File: config.mk
export PLATFORM = sky130hd
export DESIGN_NAME = encoder_tx_fsm
export DESIGN_NICKNAME = d
export VERILOG_FILES = /design/src/rtl/encoder_tx_fsm.sv
export SDC_FILE = /design/constraint.sdc
export NUM_CORES = 1
export LEC_CHECK = 0
export BUFFER_PORTS_ARGS = -buffer_cell sky130_fd_sc_hd__buf_2
export CORE_AREA = 2 2 112 114
export CTS_CLUSTER_SIZE = 16
export DETAILED_ROUTE_END_ITERATION = 6
export DIE_AREA = 0 0 114 116
export PLACE_DENSITY = 0.63
export SYNTH_ARGS = -nofsm -noshare
export SYNTH_HDL_FRONTEND = slang
export SYNTH_SLANG_ARGS = --single-unit
File: constraint.sdc
create_clock -name i_clock -period 2.4 [get_ports i_clock]
set_input_delay 0.24 -clock i_clock [delete_from_list [all_inputs] [get_ports i_clock]]
set_output_delay 0.24 -clock i_clock [all_outputs]
set_load 0.01 [all_outputs]
File: src/rtl/encoder_tx_fsm.sv
// 64b/66b PCS transmit sequencer: enforces legal block ordering and
// substitutes error blocks, with a saturating count of error insertions.
module encoder_tx_fsm #(
  parameter int LEN_CODED_BLOCK = 66,
  parameter int LEN_TX_TYPE     = 4,
  parameter int LEN_ERR_COUNT   = 16
) (
  input  logic                       i_clock,
  input  logic                       i_reset,
  input  logic                       i_enable,
  input  logic [LEN_TX_TYPE-1:0]     i_tx_type,
  input  logic [LEN_CODED_BLOCK-1:0] i_tx_coded,
  input  logic                       i_clear_count,
  output logic [LEN_CODED_BLOCK-1:0] o_tx_coded,
  output logic                       o_valid,
  output logic [2:0]                 o_state,
  output logic [LEN_ERR_COUNT-1:0]   o_error_count
);

  localparam logic [LEN_CODED_BLOCK-1:0] EBLOCK_T = {2'b10, 8'h1E, {8{7'h1E}}};
  localparam logic [LEN_CODED_BLOCK-1:0] LBLOCK_T = {2'b10, 8'h4B, 24'h000001, 4'h0, 28'h0};
  localparam logic [LEN_ERR_COUNT-1:0]   CNT_ONE  = {{(LEN_ERR_COUNT-1){1'b0}}, 1'b1};

  typedef enum logic [2:0] {
    TX_INIT = 3'd0,
    TX_C    = 3'd1,
    TX_D    = 3'd2,
    TX_T    = 3'd3,
    TX_E    = 3'd4
  } state_t;

  typedef enum logic [2:0] {
    CL_D, CL_S, CL_C, CL_T, CL_E
  } class_t;

  state_t                     state_q, state_d, next_state;
  class_t                     blk_class;
  logic [LEN_CODED_BLOCK-1:0] coded_q, coded_d;
  logic                       valid_q, valid_d;
  logic [LEN_ERR_COUNT-1:0]   count_q, count_d;
  logic                       err_inc;

  function automatic logic [LEN_ERR_COUNT-1:0] sat_inc(input logic [LEN_ERR_COUNT-1:0] v);
    return (&v) ? v : v + CNT_ONE;
  endfunction

  // Anything other than exactly one class bit is treated as invalid.
  always_comb begin
    blk_class = CL_E;
    case (i_tx_type)
      4'b1000: blk_class = CL_D;
      4'b0100: blk_class = CL_S;
      4'b0010: blk_class = CL_C;
      4'b0001: blk_class = CL_T;
      default: blk_class = CL_E;
    endcase
  end

  always_comb begin
    next_state = TX_E;
    case (state_q)
      TX_INIT, TX_C, TX_T: begin
        if (blk_class == CL_C)      next_state = TX_C;
        else if (blk_class == CL_S) next_state = TX_D;
      end
      TX_D: begin
        if (blk_class == CL_D)      next_state = TX_D;
        else if (blk_class == CL_T) next_state = TX_T;
      end
      TX_E: begin
        if (blk_class == CL_D)      next_state = TX_D;
        else if (blk_class == CL_C) next_state = TX_C;
        else if (blk_class == CL_T) next_state = TX_T;
      end
      default: next_state = TX_E;
    endcase
  end

  always_comb begin
    state_d = state_q;
    coded_d = coded_q;
    valid_d = 1'b0;
    count_d = count_q;
    err_inc = i_enable && (next_state == TX_E);

    if (i_enable) begin
      state_d = next_state;
      coded_d = (next_state == TX_E) ? EBLOCK_T : i_tx_coded;
      valid_d = 1'b1;
    end

    // A clear coinciding with an insertion still records that insertion.
    if (i_clear_count)
      count_d = err_inc ? CNT_ONE : '0;
    else if (err_inc)
      count_d = sat_inc(count_q);
  end

  always_ff @(posedge i_clock) begin
    if (!i_reset) begin
      state_q <= TX_INIT;
      coded_q <= LBLOCK_T;
      valid_q <= 1'b0;
      count_q <= '0;
    end else begin
      state_q <= state_d;
      coded_q <= coded_d;
      valid_q <= valid_d;
      count_q <= count_d;
    end
  end

  assign o_tx_coded    = coded_q;
  assign o_valid       = valid_q;
  assign o_state       = state_q;
  assign o_error_count = count_q;

endmodule

==> impl_metrics.env <==
export IMPL_min_period_over_period=0.843
export IMPL_tightest_slew_ps=851
export IMPL_grt_total_usage=0.145
export IMPL_status="completed"
export IMPL_yosysSeqAreaShare=0.487
export IMPL_core_area_um2=11900
export IMPL_rsz0062_at_grt="no"
export IMPL_nets=611
export IMPL_fin_util=0.396
export IMPL_fmax_ghz=0.494
export IMPL_design_portCount=160
export IMPL_crit_type="reg2reg"
export IMPL_cp_max_fo=27
export IMPL_setup_viol_count_final=0
export IMPL_numCtsBuffers=9
export IMPL_synth_edf_count=0
export IMPL_via_per_inst=4.74
export IMPL_vias=3264
export IMPL_drc_errors=0
export IMPL_grt_max_degree=70
export IMPL_cts_max_level=3
export IMPL_cts_resized=0
export IMPL_overflow=0
export IMPL_reg2reg_depth=6
export IMPL_maxCapViolCount=0
export IMPL_synth_top_area_share=0.487
export IMPL_ir_worst_vdd_mv=0.442
export IMPL_leakage_nw=2.17
export IMPL_final_cells=688
export IMPL_grt_pass1_wl_um=15200
export IMPL_setup_ws_ps=377
export IMPL_reg2reg_slack_ps=380
export IMPL_first_global_vias=3162
export IMPL_synth_async_sr_flop_share=0
export IMPL_antenna_found_initial=0
export IMPL_ys_types=44
export IMPL_arrival_ps=2220
export IMPL_clock_path_buffers=2
export IMPL_drtIter0Drc=135
export IMPL_hold_viol=0
export IMPL_ys_warn_count=0
export IMPL_cts_sinks=86
export IMPL_io_buffers=159
export IMPL_die_x_um=114
export IMPL_p_per_area_nw_per_um2=715
export IMPL_hold_buffers=0
export IMPL_cp_data_required_time_ps=2600
export IMPL_slew_violations=0
export IMPL_die_h_um=116
export IMPL_antennaDiodeCount=0
export IMPL_yosys_top_cells_area="dfxtp_1, mux2i_1, nor2_1"
export IMPL_cts_reportedPaths_clkPinSlew_ps=60
export IMPL_synth_area_um2=3530
export IMPL_yosysTopAreaCell="dfxtp_1"
export IMPL_globalplace_congestion=0.744
export IMPL_final_layout_size_suffix_gt1_frac=0.355
export IMPL_wl_per_cell_um=13.6
export IMPL_synth_nets=463
export IMPL_std_cell_rows=40
export IMPL_dp_cells=672
export IMPL_area_growth_pct=33.4
export IMPL_clock_skew_ps=5.41
export IMPL_min_period_ps=2020
export IMPL_ys_flop_type="dfxtp_1"
export IMPL_design_area_um2=4710
export IMPL_ant_nets=0
export IMPL_r2r_start="o_state[0]"
export IMPL_hp_class="in2reg"
export IMPL_finalSetupTns_ps=0
export IMPL_routed_wl_um=9340
export IMPL_dieArea_um2=13200
export IMPL_endpoint_kind="flip-flop"
export IMPL_cts_tree="done"
export IMPL_postSynthRegisterBits=86
export IMPL_start_util=0.297
export IMPL_worstHoldEndpoint="o_tx_coded[13]"
export IMPL_root_buffer="clkbuf_16"
export IMPL_netlist_instances=388
export IMPL_clk_latency_ps=330
export IMPL_r2r_end="o_tx_coded[54]"
export IMPL_min_from="i_tx_coded[13]"
export IMPL_hpwlAfterDp_um=6740
export IMPL_relSlewSlack=0.433
export IMPL_place_area_um2=4410
export IMPL_avgSynthCellArea_um2=9.11
export IMPL_hold_depth=3
export IMPL_firstDrtPassIters=4
export IMPL_cts_setup_buffers=0
export IMPL_start_kind="flip-flop"
export IMPL_dp_slack_ps=344
==> through the flow <==
step | hold WS [ps] | total power (W)
after global placement | 470 | 0.00200
after global routing | 142 | 0.00355
after floorplan | 386 | 0.00183
final | 141 | 0.00337
after CTS | 127 | 0.00343
after detailed placement | 483 | 0.00202
==> worst max-delay path, stage by stage, from the launching register on <==
cell       delay [ps]
dfxtp_1           410
nor2b_1           100
a22o_1            280
a2bb2oi_4         260
nand3_2           250
nand2_2           460
nor2_1            110
==> cell usage after synthesis (all sizes together), types with 2 or more instances <==
| library cell | instances |
|---|---|
| dfxtp | 86 |
| nand3 | 12 |
| o31ai | 4 |
| mux2i | 33 |
| or3 | 8 |
| o21ai | 43 |
| xnor2 | 2 |
| o221ai | 2 |
| or4 | 5 |
| and2 | 4 |
| a21boi | 2 |
| o211ai | 2 |
| clkbuf | 14 |
| a21oi | 45 |
| buf | 12 |
| nor2 | 65 |
| nor4 | 2 |
| nand2 | 11 |
| inv | 7 |
| nor2b | 5 |
| nand4 | 6 |
| nand2b | 3 |
==> power by group <==
group          internal, W  switching [W]
logic             0.000189       0.000239
registers          0.00151      0.0000431
clock network     0.000835       0.000556
total              0.00253       0.000839
==> final cells by class <==
type | instances | area [um2]
clock buffers | 11 | 243
clock inverters | 5 | 58.8
well taps | 147 | 184
inverters | 7 | 26.3
flip-flops and latches | 86 | 1720
fillers | 1222 | 7200
multi-input cells | 269 | 1640
repair buffers | 163 | 841
==> worst max path at each step <==
| stage | startpoint | end | slack (ps) | depth (start not counted) |
|---|---|---|---|---|
| floorplan | o_state[0] | o_tx_coded[15] | 570 | 7 |
| global placement | i_tx_type[0] | o_tx_coded[28] | 480 | 7 |
| detailed placement | i_tx_type[0] | o_tx_coded[54] | 340 | 7 |
| CTS | o_state[0] | o_tx_coded[64] | 350 | 6 |
| global route | o_state[0] | o_tx_coded[49] | 140 | 6 |
| finish | o_state[0] | o_tx_coded[54] | 380 | 6 |
==> sequential cells by signal (all words and copies together), names as in the netlist <==
signal / flops
o_tx_coded: 66
o_error_count: 16
o_valid: 1
o_state: 3
==> cells in the final DEF, fill, tap and decap left out, types with 3 or more instances in the layout <==
cell and n:
buf_2 158, dfxtp_1 86, nor2_1 65, a21oi_1 45
o21ai_0 43, mux2i_1 33, nand2_1 10, nand3_1 9
clkbuf_16 9, or3_1 7, inv_1 7, nor2b_1 5
nand4_1 5, and2_1 4, o31ai_1 4, or4_1 4
buf_4 4, nand3_2 3, nand2b_1 3
==> routing by layer <==
metal  share of wire  GRT usage
met5               0          0
met4           0.016     0.0634
met3           0.087     0.0533
met2            0.46      0.226
met1            0.43      0.179
==> cells by family (layout without fill, tap and decap cells) <==
| logic type | count (synthesis) | in the layout | share of synthesized area |
|---|---|---|---|
| buf+inv | 33 | 186 | 0.0489 |
| simple gates | 129 | 129 | 0.193 |
| flops | 86 | 86 | 0.487 |
| compound gates | 103 | 103 | 0.167 |
| mux | 33 | 33 | 0.0935 |
| xor+xnor | 3 | 3 | 0.00744 |
| fa+ha+maj | 1 | 1 | 0.00354 |
(Power assumes the default switching activity.)
